$ cat src/rtl/aes_core_arbiter.sv
// Round-robin arbiter sharing one pipelined aes_128 core between two requesters.
// Each issued block carries its requester ID down a tag pipeline matched to the core latency.
module aes_core_arbiter #(
  parameter int LATENCY = 21,
  parameter int MAX_OUT = 4
) (
  input  logic         clk,
  input  logic         rst,
  input  logic         req0_valid,
  output logic         req0_ready,
  input  logic [127:0] req0_state,
  input  logic [127:0] req0_key,
  input  logic         req1_valid,
  output logic         req1_ready,
  input  logic [127:0] req1_state,
  input  logic [127:0] req1_key,
  output logic [127:0] core_state,
  output logic [127:0] core_key,
  input  logic [127:0] core_out,
  output logic         rsp0_valid,
  output logic         rsp1_valid,
  output logic [127:0] rsp_data,
  output logic         busy
);

  localparam int CW = $clog2(MAX_OUT + 1);
  localparam logic [CW-1:0] CREDIT_MAX = CW'(MAX_OUT);

  logic [CW-1:0]    out0_reg, out1_reg, out0_next, out1_next;
  logic             last_reg;
  logic [LATENCY:0] tag_valid_reg, tag_id_reg;
  logic [127:0]     core_state_reg, core_key_reg, rsp_data_reg;
  logic             rsp0_valid_reg, rsp1_valid_reg, busy_reg;
  logic             elig0, elig1, grant0, grant1, done0, done1;

  always_comb begin
    elig0  = rst & req0_valid & (out0_reg < CREDIT_MAX);
    elig1  = rst & req1_valid & (out1_reg < CREDIT_MAX);
    // On a tie the requester that did not win last time goes first.
    grant0 = elig0 & (~elig1 | last_reg);
    grant1 = elig1 & (~elig0 | ~last_reg);
    done0  = tag_valid_reg[LATENCY] & ~tag_id_reg[LATENCY];
    done1  = tag_valid_reg[LATENCY] & tag_id_reg[LATENCY];

    out0_next = out0_reg;
    if (grant0 & ~done0)
      out0_next = out0_reg + CW'(1);
    else if (~grant0 & done0)
      out0_next = out0_reg - CW'(1);

    out1_next = out1_reg;
    if (grant1 & ~done1)
      out1_next = out1_reg + CW'(1);
    else if (~grant1 & done1)
      out1_next = out1_reg - CW'(1);
  end

  always_ff @(posedge clk) begin
    if (!rst) begin
      out0_reg       <= '0;
      out1_reg       <= '0;
      last_reg       <= 1'b1;
      tag_valid_reg  <= '0;
      tag_id_reg     <= '0;
      core_state_reg <= '0;
      core_key_reg   <= '0;
      rsp_data_reg   <= '0;
      rsp0_valid_reg <= 1'b0;
      rsp1_valid_reg <= 1'b0;
      busy_reg       <= 1'b0;
    end else begin
      out0_reg      <= out0_next;
      out1_reg      <= out1_next;
      tag_valid_reg <= {tag_valid_reg[LATENCY-1:0], grant0 | grant1};
      tag_id_reg    <= {tag_id_reg[LATENCY-1:0], grant1};
      if (grant0) begin
        last_reg       <= 1'b0;
        core_state_reg <= req0_state;
        core_key_reg   <= req0_key;
      end else if (grant1) begin
        last_reg       <= 1'b1;
        core_state_reg <= req1_state;
        core_key_reg   <= req1_key;
      end
      if (done0 | done1)
        rsp_data_reg <= core_out;
      rsp0_valid_reg <= done0;
      rsp1_valid_reg <= done1;
      busy_reg       <= (|tag_valid_reg) | (out0_reg != '0) | (out1_reg != '0);
    end
  end

  assign req0_ready = grant0;
  assign req1_ready = grant1;
  assign core_state = core_state_reg;
  assign core_key   = core_key_reg;
  assign rsp0_valid = rsp0_valid_reg;
  assign rsp1_valid = rsp1_valid_reg;
  assign rsp_data   = rsp_data_reg;
  assign busy       = busy_reg;

endmodule
$ cat config.mk
export PLATFORM = sky130hd
export DESIGN_NAME = aes_core_arbiter
export DESIGN_NICKNAME = d
export VERILOG_FILES = /design/src/rtl/aes_core_arbiter.sv
export SDC_FILE = /design/constraint.sdc
export NUM_CORES = 1
export LEC_CHECK = 0
export CORE_AREA = 5 5 399 401
export CTS_CLUSTER_SIZE = 12
export DETAILED_ROUTE_END_ITERATION = 10
export DIE_AREA = 0 0 404 406
export SLEW_MARGIN = 10
export SYNTH_ARGS = -nofsm -noshare
export SYNTH_HDL_FRONTEND = slang
export SYNTH_SLANG_ARGS = --single-unit
export TNS_END_PERCENT = 5
$ cat constraint.sdc
create_clock -name clk -period 4.8 [get_ports clk]
set_input_delay 0.48 -clock clk [delete_from_list [all_inputs] [get_ports clk]]
set_output_delay 0.48 -clock clk [all_outputs]
set_load 0.01 [all_outputs]
=== Yosys cells after proc, flatten, opt, wreduce, memory -nomap -nowiden ===
Cells that the tools add are included.

* Register bits after elaboration: 438
* Bits in latches: 0
* Memory bits (writable): 0
* ROM bits: 0
* Input bits: 644
* Output and inout port bits: 389
* Logic and storage cells: 59
* Memories: 0

* Add/subtract/negate cells: 4
* $mul: 0
* Divide/modulo/power cells: 0
* $lt $le $gt $ge: 2
* Eq/ne operators: 0
* Shifts and indexed selects: 0
* Multiplexer cells: 10
* Bitwise gates (word level): 26
* Reduce and logical (&&, ||, !) cells: 6

{| class="wikitable"
|+ Operator list
! cell !! count
|-
| $mux 128 || 4
|-
| $reduce_or 22->1 || 1
|-
| $and 1x1->1 || 12
|-
| $mux 3 || 4
|-
| $not 1->1 || 8
|-
| $add 3x1->3 const B || 2
|-
| $lt 3x3->1 const B || 2
|-
| $or 1x1->1 || 6
|-
| $reduce_bool 2->1 || 3
|-
| $reduce_bool 3->1 || 2
|-
| $sub 3x1->3 const B || 2
|-
| $mux 1 || 2
|}

=== Logic depth before layout (Yosys ltp) ===
Gate-level depths: netlist of run 1.

* Word-level depth: 9
* Gate-level depth with buffers: 13

=== Worst setup path before layout of run 1 ===
Ideal clock, no wire load.

* Kind: input to register
* Start point: input rst
* End point: register out1_reg[2]
* Setup time: 0.070 ns
* Arrival time: 2.609 ns
* Setup slack: 2.121 ns
* Stages: 13
* Path buffers: 4
* Path through: clkbuf_1 > inv_1 > a211o_1 > buf_2 > buf_6 > buf_6 > inv_1 > ha_1 > inv_1 > fa_1 > xor2_1 > or3_1 > a21oi_1

* Cells in the longest elaborated chain, start to end: 8
* Elaborated cells on any way between the ends: 12
* Classes of those cells: mux: 1; bitwise: 10; reduce/logical: 1

{| class="wikitable"
|+ RTL lines
! element !! line !! RTL
|-
| start: declaration || 8 || <nowiki>input logic rst,</nowiki>
|-
| $and 1x1->1 (2 in a row) || 37 || <nowiki>elig0 = rst & req0_valid & (out0_reg < CREDIT_MAX);</nowiki>
|-
| $not 1->1 || 41 || <nowiki>grant1 = elig1 & (~elig0 | ~last_reg);</nowiki>
|-
| $or 1x1->1 || 41 ||
|-
| $and 1x1->1 * || 41 ||
|-
| net req1_ready || 14 || <nowiki>output logic req1_ready,</nowiki>
|-
| $not 1->1 || 54 || <nowiki>else if (~grant1 & done1)</nowiki>
|-
| $and 1x1->1 || 54 ||
|-
| $reduce_bool 2->1 (no source line) || n/a ||
|-
| end signal: assignment || 73 || <nowiki>out1_reg <= out1_next;</nowiki>
|-
| end: declaration || 29 || <nowiki>logic [CW-1:0] out0_reg, out1_reg, out0_next, out1_next;</nowiki>
|}

The timed path passes the listed nets; every way through them passes the cells marked *.
A chain may end at the register's enable or synchronous reset.

=== Worst setup path in the final report of run 1 ===
* Start point: input rst
* End point: output req1_ready

* Cells in the longest elaborated chain, start to end: 5
* Elaborated cells on any way between the ends: 7
* Classes of those cells: bitwise: 7

{| class="wikitable"
|+ RTL lines
! element !! line
|-
| $and 1x1->1 (2 in a row) || 37
|-
| $not 1->1 || 41
|-
| $or 1x1->1 || 41
|-
| $and 1x1->1 * || 41
|-
| end: declaration || 14
|}

Mark *: on every way between the ends. The rest lies on a longest branch, timed or not.

==> summary.md, run 1 <==
| Metric | Value |
|---|---|
| Status | complete, no violations |
| Chip Height | between 400 and 500 um |
| Post-cts repair resize count | 0 |
| Synth Register Bits | between 400 and 500 |
| Synthesized area | ~19,000 um^2 |
| Setup TNS | 0 ps |
| Core area | roughly 160,000 um^2 |
| Initial antenna violation count | 57 |
| DRT Pass-1 Iters | 6 |
| Yosys cell types | 29 |
| Gr usage total | between 10% and 20% |
| Fin. Hold Viols | 0 |
| Post-route antenna net violation count | 0 |
| Port buffer count | 1,032 |
| CTS Sinks | between 400 and 500 |
| Total leakage power | between 10 and 15 nW |
| Internal | between 7 and 8 mW |
| Clock slew seen by the registers of the worst setup and hold paths | approximately 60 ps |
| Register share of total power | approximately two fifths |
| Cts bufs inserted | 53 |
| Sw Ratio | 28.6% |
| Starting DRC count in detailed routing | ~1,400 |
| Switch Pwr | approximately 3.0 mW |
| Area of the multi-input gates | between 7000 and 8000 um^2 |
| Cells after synthesis | ~2,000 |
| Slew Viols, Final | 0 |
| Initial core utilization | approximately an eighth |
| Vias in the first global route | approximately 19,000 |
| Final WL | 109,000 um |
| Met3 wire length | between 9000 and 10,000 um |
| Gate power share | 20.3% |
| Post-layout net count | 3,565 |
| R2r worst-path depth | 5 |
| DRC violations left | 0 |
| Slew headroom | between 20% and 30% |
| Syn Area/Cell | a little under 10 um^2 |
| Syn Nets | ~2,600 |
| Hold Crit Class | input pin to flop |
| Setup Crit Path Kind | input pin to output pin |
| Grt ovf | 0 |
| Clk network pwr share | between 40% and 50% |
| Yosys warnings | 0 |
| Die area | between 150,000 and 200,000 um^2 |
| Register area share after synthesis | 45.9% |
| Worst-Margin Slew | 1180 ps |
| First-pass GRT wire length | about 150,000 um |
| H-tree levels | 2 |
| Startpoint types | input pin |
| Power per Cell Area | between 300 and 400 nW/um^2 |
| Register Area | 8770 um^2 |
| Fin util | 21.4% |
| Worst Path Max Fanout | 63 |
| Metal1 wirelength | between 40,000 and 50,000 um |
| Max Used Layer | met5 |
| Layout area overhead | 73.9% |
| # setup viols final | 0 |
| Gpl congestion | between 0.8 and 0.9 |
| RSZ-0062 raised after global routing | false |
| FF-to-FF End | core_key[111] |
| Critical R2R Launch | out1_reg[2] |
| Clk_skew | between 30 and 40 ps |
| Clock buffer depth | 3 |
| Max cap viols | 0 |
| Setup Fix Bufs, Post-CTS | 0 |
| Worst Path Arrival | around 2600 ps |
| Post-CTS Hold Buffers | 0 |
| WL/cell | 21.6 um |
| Crit path from | rst |
| Layout cell share with drive strength beyond 1 | ~11% |
| Met2 wire len | slightly above 50,000 um |
| Die X | roughly 400 um |
| Clock latency on the worst-skew pair | approximately 640 ps |
| HPWL Detailed | 85,000 um |
| Vias | 18,780 |
| CP Capture Type | output pin |
| Final Power | between 10 and 15 mW |
| Root Driver | clkbuf_16 |
| CTS tree | done |
| Final period util | 64.8% |
| Row cnt | between 100 and 150 |
| Largest net degree at the start of global routing | 151 |
| Worst EP required | 4320 ps |
| Period minus WS final | approximately 3100 ps |
| FMAX | roughly 320 MHz |
| Setup slack, reg-to-reg | between 2000 and 2500 ps |
| Fillers | 16,974 |
| # IOs | ~1,000 |
| Max VDD drop | 0.282 mV |
| Via density | around 3.7 |
| Worst setup path endpoint | req1_ready |
==> per-layer routing <==
layer,global-route usage (%),vias to the layer above
met5,0,-
met4,5.04,12
met3,4.26,187
met2,19.4,797
met1,15.5,9058
li1,-,8726
==> power by group through the flow <==
stage	clock, mW	sequential [mW]	combinational, mW
after global placement	0	4.12	2.12
final	4.23	4.06	2.11
after global routing	4.53	4.08	2.25
after CTS	4.39	4.05	2.13
after floorplan	0	4.20	0.714
after detailed placement	0	4.12	2.12
==> how the worst min path moves through the flow <==
stage | startpoint | endpoint | slack [ps] | cells past startpoint
after floorplan | tag_id_reg[9] | tag_id_reg[10] | 410 | 1
after global placement | tag_id_reg[5] | tag_id_reg[6] | 410 | 1
after detailed placement | tag_id_reg[0] | tag_id_reg[1] | 420 | 1
after CTS | rst | tag_id_reg[1] | 300 | 2
after global routing | rst | tag_id_reg[1] | 330 | 2
final | rst | tag_id_reg[2] | 360 | 2
==> cells in the mapped netlist <==
master    instances  area [um^2]
buf_2            30          150
a41oi_1           1         8.76
o221ai_1         56          490
ha_1              2         25.0
xor2_1            4         35.0
a21oi_1           3         15.0
nor2_1          134          503
clkbuf_1        106          398
or3_1             2         12.5
and2_1           42          263
fa_1              2         40.0
buf_6            26          293
inv_1           518         1940
mux2i_1         130         1300
nand2b_4          1         13.8
and4_1            1         8.76
a211o_1           2         17.5
nor4_1            7         43.8
and3_1            1         6.26
o211ai_2          1         12.5
o221ai_2        200         3000
o21ai_0           2         10.0
nor2b_1           1         6.26
nand2_1           2         7.51
dfxtp_1         438         8770
nand2b_1          2         12.5
nand4_1         256         1600
buf_4            15          113
buf_1             2         7.51
==> cell families after synthesis <==
family          Yosys count  share of synthesized area, %
mux                     130                          6.81
xor+xnor                  4                         0.183
simple gates            449                          13.0
compound gates          265                          18.6
buf+inv                 697                          15.2
fa+ha+maj                 4                         0.340
flops                   438                          45.9
==> layout make-up <==
class | instances | area share [%]
antenna | 27 | 0.203
clock buffer | 75 | 4.63
clock inverter | 24 | 0.840
inverter | 518 | 5.86
multi-input combinational | 852 | 22.5
sequential | 438 | 26.4
tap | 2058 | 7.75
timing repair buffer | 1054 | 31.9
==> critical path: stages <==
cell and delay [ps]:
buf_8 410, inv_4 390, a211o_4 550, inv_1 170, clkdlybuf4s50_1 570
==> stage by stage <==
stage                     instances  setup slack, ps  cell area [um^2]  hold slack (ps)
after floorplan                1987             2120             19100              412
final                          5046             1690             33200              362
after global placement         4920             1320             31300              414
after CTS                      5019             1630             33200              300
after detailed placement       4920             1340             31300              418
after global routing           5035             1570             33200              329
==> layout by cell type, fill, tap and decap left out, types with 2 or more instances in the layout <==
cell and count:
fa_1 2, nand2_1 2, and2_1 42, buf_4 15, mux2i_1 130, o221ai_1 56
clkbuf_1 9, xor2_1 4, buf_12 7, or3_1 2, inv_1 517, clkinvlp_4 2
nor2_1 134, clkinv_2 13, o21ai_0 2, clkdlybuf4s50_1 1031, bufinv_16 3, diode_2 27
clkbuf_8 13, nand4_1 256, ha_1 2, nor4_1 7, clkinv_16 2, o221ai_2 200
a21oi_1 3, clkbuf_16 53, nand2b_4 2, dfxtp_1 437
Power figures use the tool's default switching activity.
==> inputs of run 2 (changes only) <==
- clock period: 4.8 -> 2.5 ns (I/O delays scaled with it)
==> summary.md, run 2 (synthesis results as in run 1) <==
| Metric | Value |
|---|---|
| Slew Viols, Final | 0 (unchanged) |
| Setup Fix Bufs, Post-CTS | 0 (unchanged) |
| Die area | 164,000 um^2 (unchanged) |
| Vias in the first global route | 19,203 (+1.7%) |
| Final non-filler cell area | 33,700 um^2 (+1.3%) |
| Initial antenna violation count | 58 (+1.8%) |
| Starting DRC count in detailed routing | 1,377 (+0.73%) |
| Crit path from | out0_reg[2] |
| Final Power | 20.8 mW (+100%) |
| DRC violations left | 0 (unchanged) |
| Clock buffer depth | 3 (unchanged) |
| Die X | 404 um (unchanged) |
| CP bufs+invs | 3 (-1) |
| Slew headroom | 27.2% (+5.8 points) |
| H-tree levels | 2 (unchanged) |
| Port buffer count | 1,032 (unchanged) |
| Critical path, cell by cell | nor2b_1 -> buf_4 -> o211ai_4 -> inv_1 -> clkdlybuf4s50_1 |
| Final WL | 109,000 um (about the same) |
| # IOs | 1,033 (unchanged) |
| Commonest cells after routing, fill and taps aside | clkdlybuf4s50_1, inv_1, dfxtp_1 |
| Setup Crit Path Kind | flop to output pin |
| Critical R2R Launch | out0_reg[2] |
| Row cnt | 145 (unchanged) |
| FMAX | ~430 MHz |
| Setup slack, reg-to-reg | 230 ps (-1860 ps) |
| Initial core utilization | 12.3% (unchanged) |
| Max VDD drop | 0.456 mV (+62%) |
| Dpl cell area | 31,600 um^2 (+0.89%) |
| Post-layout net count | 3,592 (+0.76%) |
| HPWL Detailed | 85,600 um (+0.64%) |
| Layout area overhead | 76.2% |
| CP Capture Type | output pin |
| Worst Path Arrival | 2090 ps (-540 ps) |
| WL/cell | 21.5 um (-0.24%) |
| Status | complete, no violations |
| Worst-Margin Slew | 1090 ps (-87.3 ps) |
| Fin. Hold Viols | 0 (unchanged) |
| Period minus WS final | 2340 ps |
| Post-route antenna net violation count | 0 (unchanged) |
| Total leakage power | 13.0 nW (+1.8%) |
| Grt ovf | 0 (unchanged) |
| Slowest-stage cell, CP | clkdlybuf4s50_1 |
| CTS tree | done |
| First-pass GRT wire length | 148,000 um (+0.46%) |
| Worst Path Max Fanout | 2 (-97%) |
| Commonest non-fill, non-tap cell in the layout | clkdlybuf4s50_1 |
| Area of the multi-input gates | 7470 um^2 (+0.17%) |
| Worst EP required | 2250 ps (-2070 ps) |
| DRT Pass-1 Iters | 6 (unchanged) |
| Chip Height | 406 um (unchanged) |
| Power per Cell Area | 617 nW/um^2 (+97%) |
| Layout cell share with drive strength beyond 1 | 11.6% (+0.87 points) |
| Setup TNS | 0 ps (unchanged) |
| Root Driver | clkbuf_16 |
| Core area | 155,000 um^2 (unchanged) |
| Max cap viols | 0 (unchanged) |
| Largest stage delay on the critical path | 570 ps (about the same) |
| Hold wc startpoint | req0_key[118] |
| # setup viols final | 0 (unchanged) |
| Post-CTS Hold Buffers | 0 (unchanged) |
| Cts bufs inserted | 56 (+5.7%) |
| CTS Sinks | 438 (unchanged) |
| Via density | 3.77 (+1.4%) |
| Hold Crit Class | input pin to flop |
| Clock latency on the worst-skew pair | 640 ps (about the same) |
| Clock slew seen by the registers of the worst setup and hold paths | 70 ps (about the same) |
| RSZ-0062 raised after global routing | false |
| Gr usage total | 12.4% (+0.014 points) |
| Largest net degree at the start of global routing | 146 (-3.3%) |
| Gpl congestion | 0.861 (-0.52%) |
| Vias | 19,107 (+1.7%) |
| Register Area | 8770 um^2 (unchanged) |
| Family with the most delay on the worst path | buffers and inverters |
| Final period util | 93.5% |
| Clk_skew | 32.1 ps (-4.60 ps) |
| Fillers | 17,013 (+0.23%) |
| Startpoint types | flop |
## run 2: cell count changes in the layout (fill, tap and decap cells not counted), moves of 2 or more
cell / change
clkbuf_16: +3
inv_6: +2
buf_12: +7
diode_2: -10
clkbuf_8: -3
buf_4: +17
bufinv_16: +5
clkinv_2: -3
## run 2: layer usage
| layer | share of wire (%) | routed length [um] | global-route usage [%] |
|---|---|---|---|
| met1 | 41 | 45200 | 15.6 |
| met2 | 47 | 50800 | 19.9 |
| met3 | 8.5 | 9220 | 3.96 |
| met4 | 3.3 | 3550 | 4.22 |
| met5 | 0.15 | 159 | 0 |
## run 2: final cells by class
class,instances,area share [%]
repair buffers,1078,32.2
flip-flops and latches,438,26.1
well taps,2058,7.65
multi-input cells,852,22.2
inverters,518,5.78
diodes,17,0.126
clock buffers,75,4.67
clock inverters,27,1.28
## run 2: tightest hold or removal path: stages
cell             delay [ps]
clkdlybuf4s50_1         390
inv_1                    60
o221ai_2                 70
## run 2: worst paths after layout
path / to / depth (start not counted)
setup reg to reg: core_key[15] / 5
setup / recovery: req0_ready / 5
hold / removal: core_key[118] / 3
hold reg to reg: tag_id_reg[6] / 1
## run 2: through the flow
step | setup slack, ps | util [%] | hold WS [ps] | instances
after floorplan | 21.9 | - | 397 | 1987
after global placement | -305 | 20.4 | 414 | 4944
after detailed placement | -297 | 20.4 | 418 | 4944
after CTS | 75.0 | 21.7 | 94.4 | 5046
after global routing | 16.5 | 21.7 | 125 | 5056
final | 162 | 21.7 | 158 | 5063
## run 2: power breakdown
group / switching (mW) / internal [mW]
Sequential: 0.348 / 7.47
Clock: 3.54 / 5.27
Combinational: 1.93 / 2.21
Total: 5.82 / 14.9
## run 2: what timing repair did
item                       in CTS  in global routing
hold endpoints to repair        0                  0
setup endpoints to repair       1                  0
gates resized for setup         1                  0
==> inputs of run 3 (changes only) <==
- RECOVER_POWER: unset -> 25
==> summary.md, run 3 (synthesis results as in run 1) <==
| Metric | Value |
|---|---|
| H-tree levels | 2 (unchanged) |
| # IOs | 1,033 (unchanged) |
| WL/cell | 21.5 um (about the same) |
| Hold Slack | 160 ps (+1.99 ps) |
| Setup Fix Bufs, Post-CTS | 0 (unchanged) |
| Status | complete, but fails checks |
| Core area | 155,000 um^2 (unchanged) |
| Starting DRC count in detailed routing | 1,407 (+2.2%) |
| Commonest cells after routing, fill and taps aside | clkdlybuf4s50_1, inv_1, dfxtp_1 |
| Grt ovf | 0 (unchanged) |
| Die area | 164,000 um^2 (unchanged) |
| Vias in the first global route | 19,203 (unchanged) |
| CTS Sinks | 438 (unchanged) |
| Chip Height | 406 um (unchanged) |
| Final period util | 95.2% (+1.6 points) |
| Startpoint types | flop |
| DP Cell Count | 4,944 (unchanged) |
| Post-route antenna net violation count | 0 (unchanged) |
| Final Power | 20.7 mW (-0.12%) |
| RSZ-0062 raised after global routing | false |
| Period minus WS final | 2380 ps (+40.7 ps) |
| Max VDD drop | 0.456 mV (+0.12%) |
| Slew Viols, Final | 228 (+228) |
| Final WL | 109,000 um (about the same) |
| Power per Cell Area | 617 nW/um^2 (about the same) |
| Port buffer count | 1,032 (unchanged) |
| First-pass GRT wire length | 148,000 um (unchanged) |
| Cts bufs inserted | 56 (unchanged) |
| Post-layout net count | 3,592 (unchanged) |
| Total leakage power | 13.1 nW (+0.18%) |
| Layout cell share with drive strength beyond 1 | 11.4% (-0.23 points) |
| Fillers | 17,018 (+0.029%) |
| Gpl congestion | 0.861 (unchanged) |
| HPWL Detailed | 85,600 um (unchanged) |
| Worst EP required | 3000 ps (+750 ps) |
| Initial antenna violation count | 58 (unchanged) |
| Clock latency on the worst-skew pair | 640 ps (about the same) |
| DRT Pass-1 Iters | 5 (-1) |
| Worst Path Max Fanout | 101 (+99) |
| Initial core utilization | 12.3% (unchanged) |
| Via density | 3.78 (+0.21%) |
| Clock buffer depth | 3 (unchanged) |
| CP Capture Type | flop |
| Post-CTS Hold Buffers | 0 (unchanged) |
| Max cap viols | 1 (+1) |
| Failing checks | capacitance limit, slew limit |
| Layout area overhead | 75.9% |
| Commonest non-fill, non-tap cell in the layout | clkdlybuf4s50_1 |
| Root Driver | clkbuf_16 |
| FMAX | 420 MHz (-1.7%) |
| DRC violations left | 0 (unchanged) |
| CTS tree | done |
| Vias | 19,170 (+0.33%) |
| Row cnt | 145 (unchanged) |
| Clock slew seen by the registers of the worst setup and hold paths | 70 ps (about the same) |
| Hold Crit Class | input pin to flop |
| Setup Crit Path Kind | flop to flop |
| Gr usage total | 12.4% (unchanged) |
| Worst-Margin Slew | 1840 ps (+752 ps) |
| Clk_skew | 33.0 ps (+0.888 ps) |
| Fin. Hold Viols | 0 (unchanged) |
| Final non-filler cell total | 5,069 (+0.12%) |
| Slew headroom | -22.9% (-50 points) |
| Largest net degree at the start of global routing | 146 (unchanged) |
| Die X | 404 um (unchanged) |
| Worst Path Arrival | 2880 ps (+790 ps) |
| # setup viols final | 0 (unchanged) |
## run 3: final cells by class
| class | count | area, um^2 | share of cell area (%) |
|---|---|---|---|
| clock buffer | 75 | 1570 | 4.68 |
| timing repair buffer | 1078 | 10800 | 32.2 |
| clock inverter | 27 | 432 | 1.28 |
| antenna | 23 | 57.6 | 0.171 |
| tap | 2058 | 2570 | 7.66 |
| inverter | 518 | 1950 | 5.79 |
| multi-input combinational | 852 | 7450 | 22.2 |
| sequential | 438 | 8770 | 26.1 |
## run 3: timing repair
| item | CTS | global route |
|---|---|---|
| resized for setup | 1 | 0 |
| endpoints found under the setup margin | 1 | 0 |
| hold endpoints to repair | 0 | 0 |
## run 3: routing by layer
layer	vias to the layer above	global-route usage, %	part of all wire [%]
met4	24	4.22	3.3
met5	-	0	0.15
met3	184	3.96	8.4
met1	9274	15.6	42
li1	8792	-	-
met2	896	19.9	47
## run 3: worst max-delay path, cell delays in order (launching register included)
cell and delay (ps):
dfxtp_1 390, buf_4 1230, mux2i_1 310, nor2_1 70
## run 3: stage by stage
stage	area (um^2)	utilization, %	TNS [ps]	worst slack (ps)
after floorplan	19100	-	0	21.9
after global placement	31600	20.4	-29670	-305
after detailed placement	31600	20.4	-29910	-297
after CTS	33600	21.7	0	75.0
after global routing	33600	21.6	0	11.3
final	33600	21.6	0	121
## run 3: power breakdown
part	switching, mW	internal, mW
registers	0.349	7.47
clock network	3.54	5.27
logic	1.93	2.19
## run 3: worst paths after layout
path,start,to,slack (ps),cells after the start
worst max-delay path,tag_valid_reg[21],rsp_data[113],120,3
worst min-delay path,req0_key[118],core_key[118],160,3
worst max register to register,tag_valid_reg[21],rsp_data[113],120,3
worst min register to register,tag_id_reg[5],tag_id_reg[6],420,1
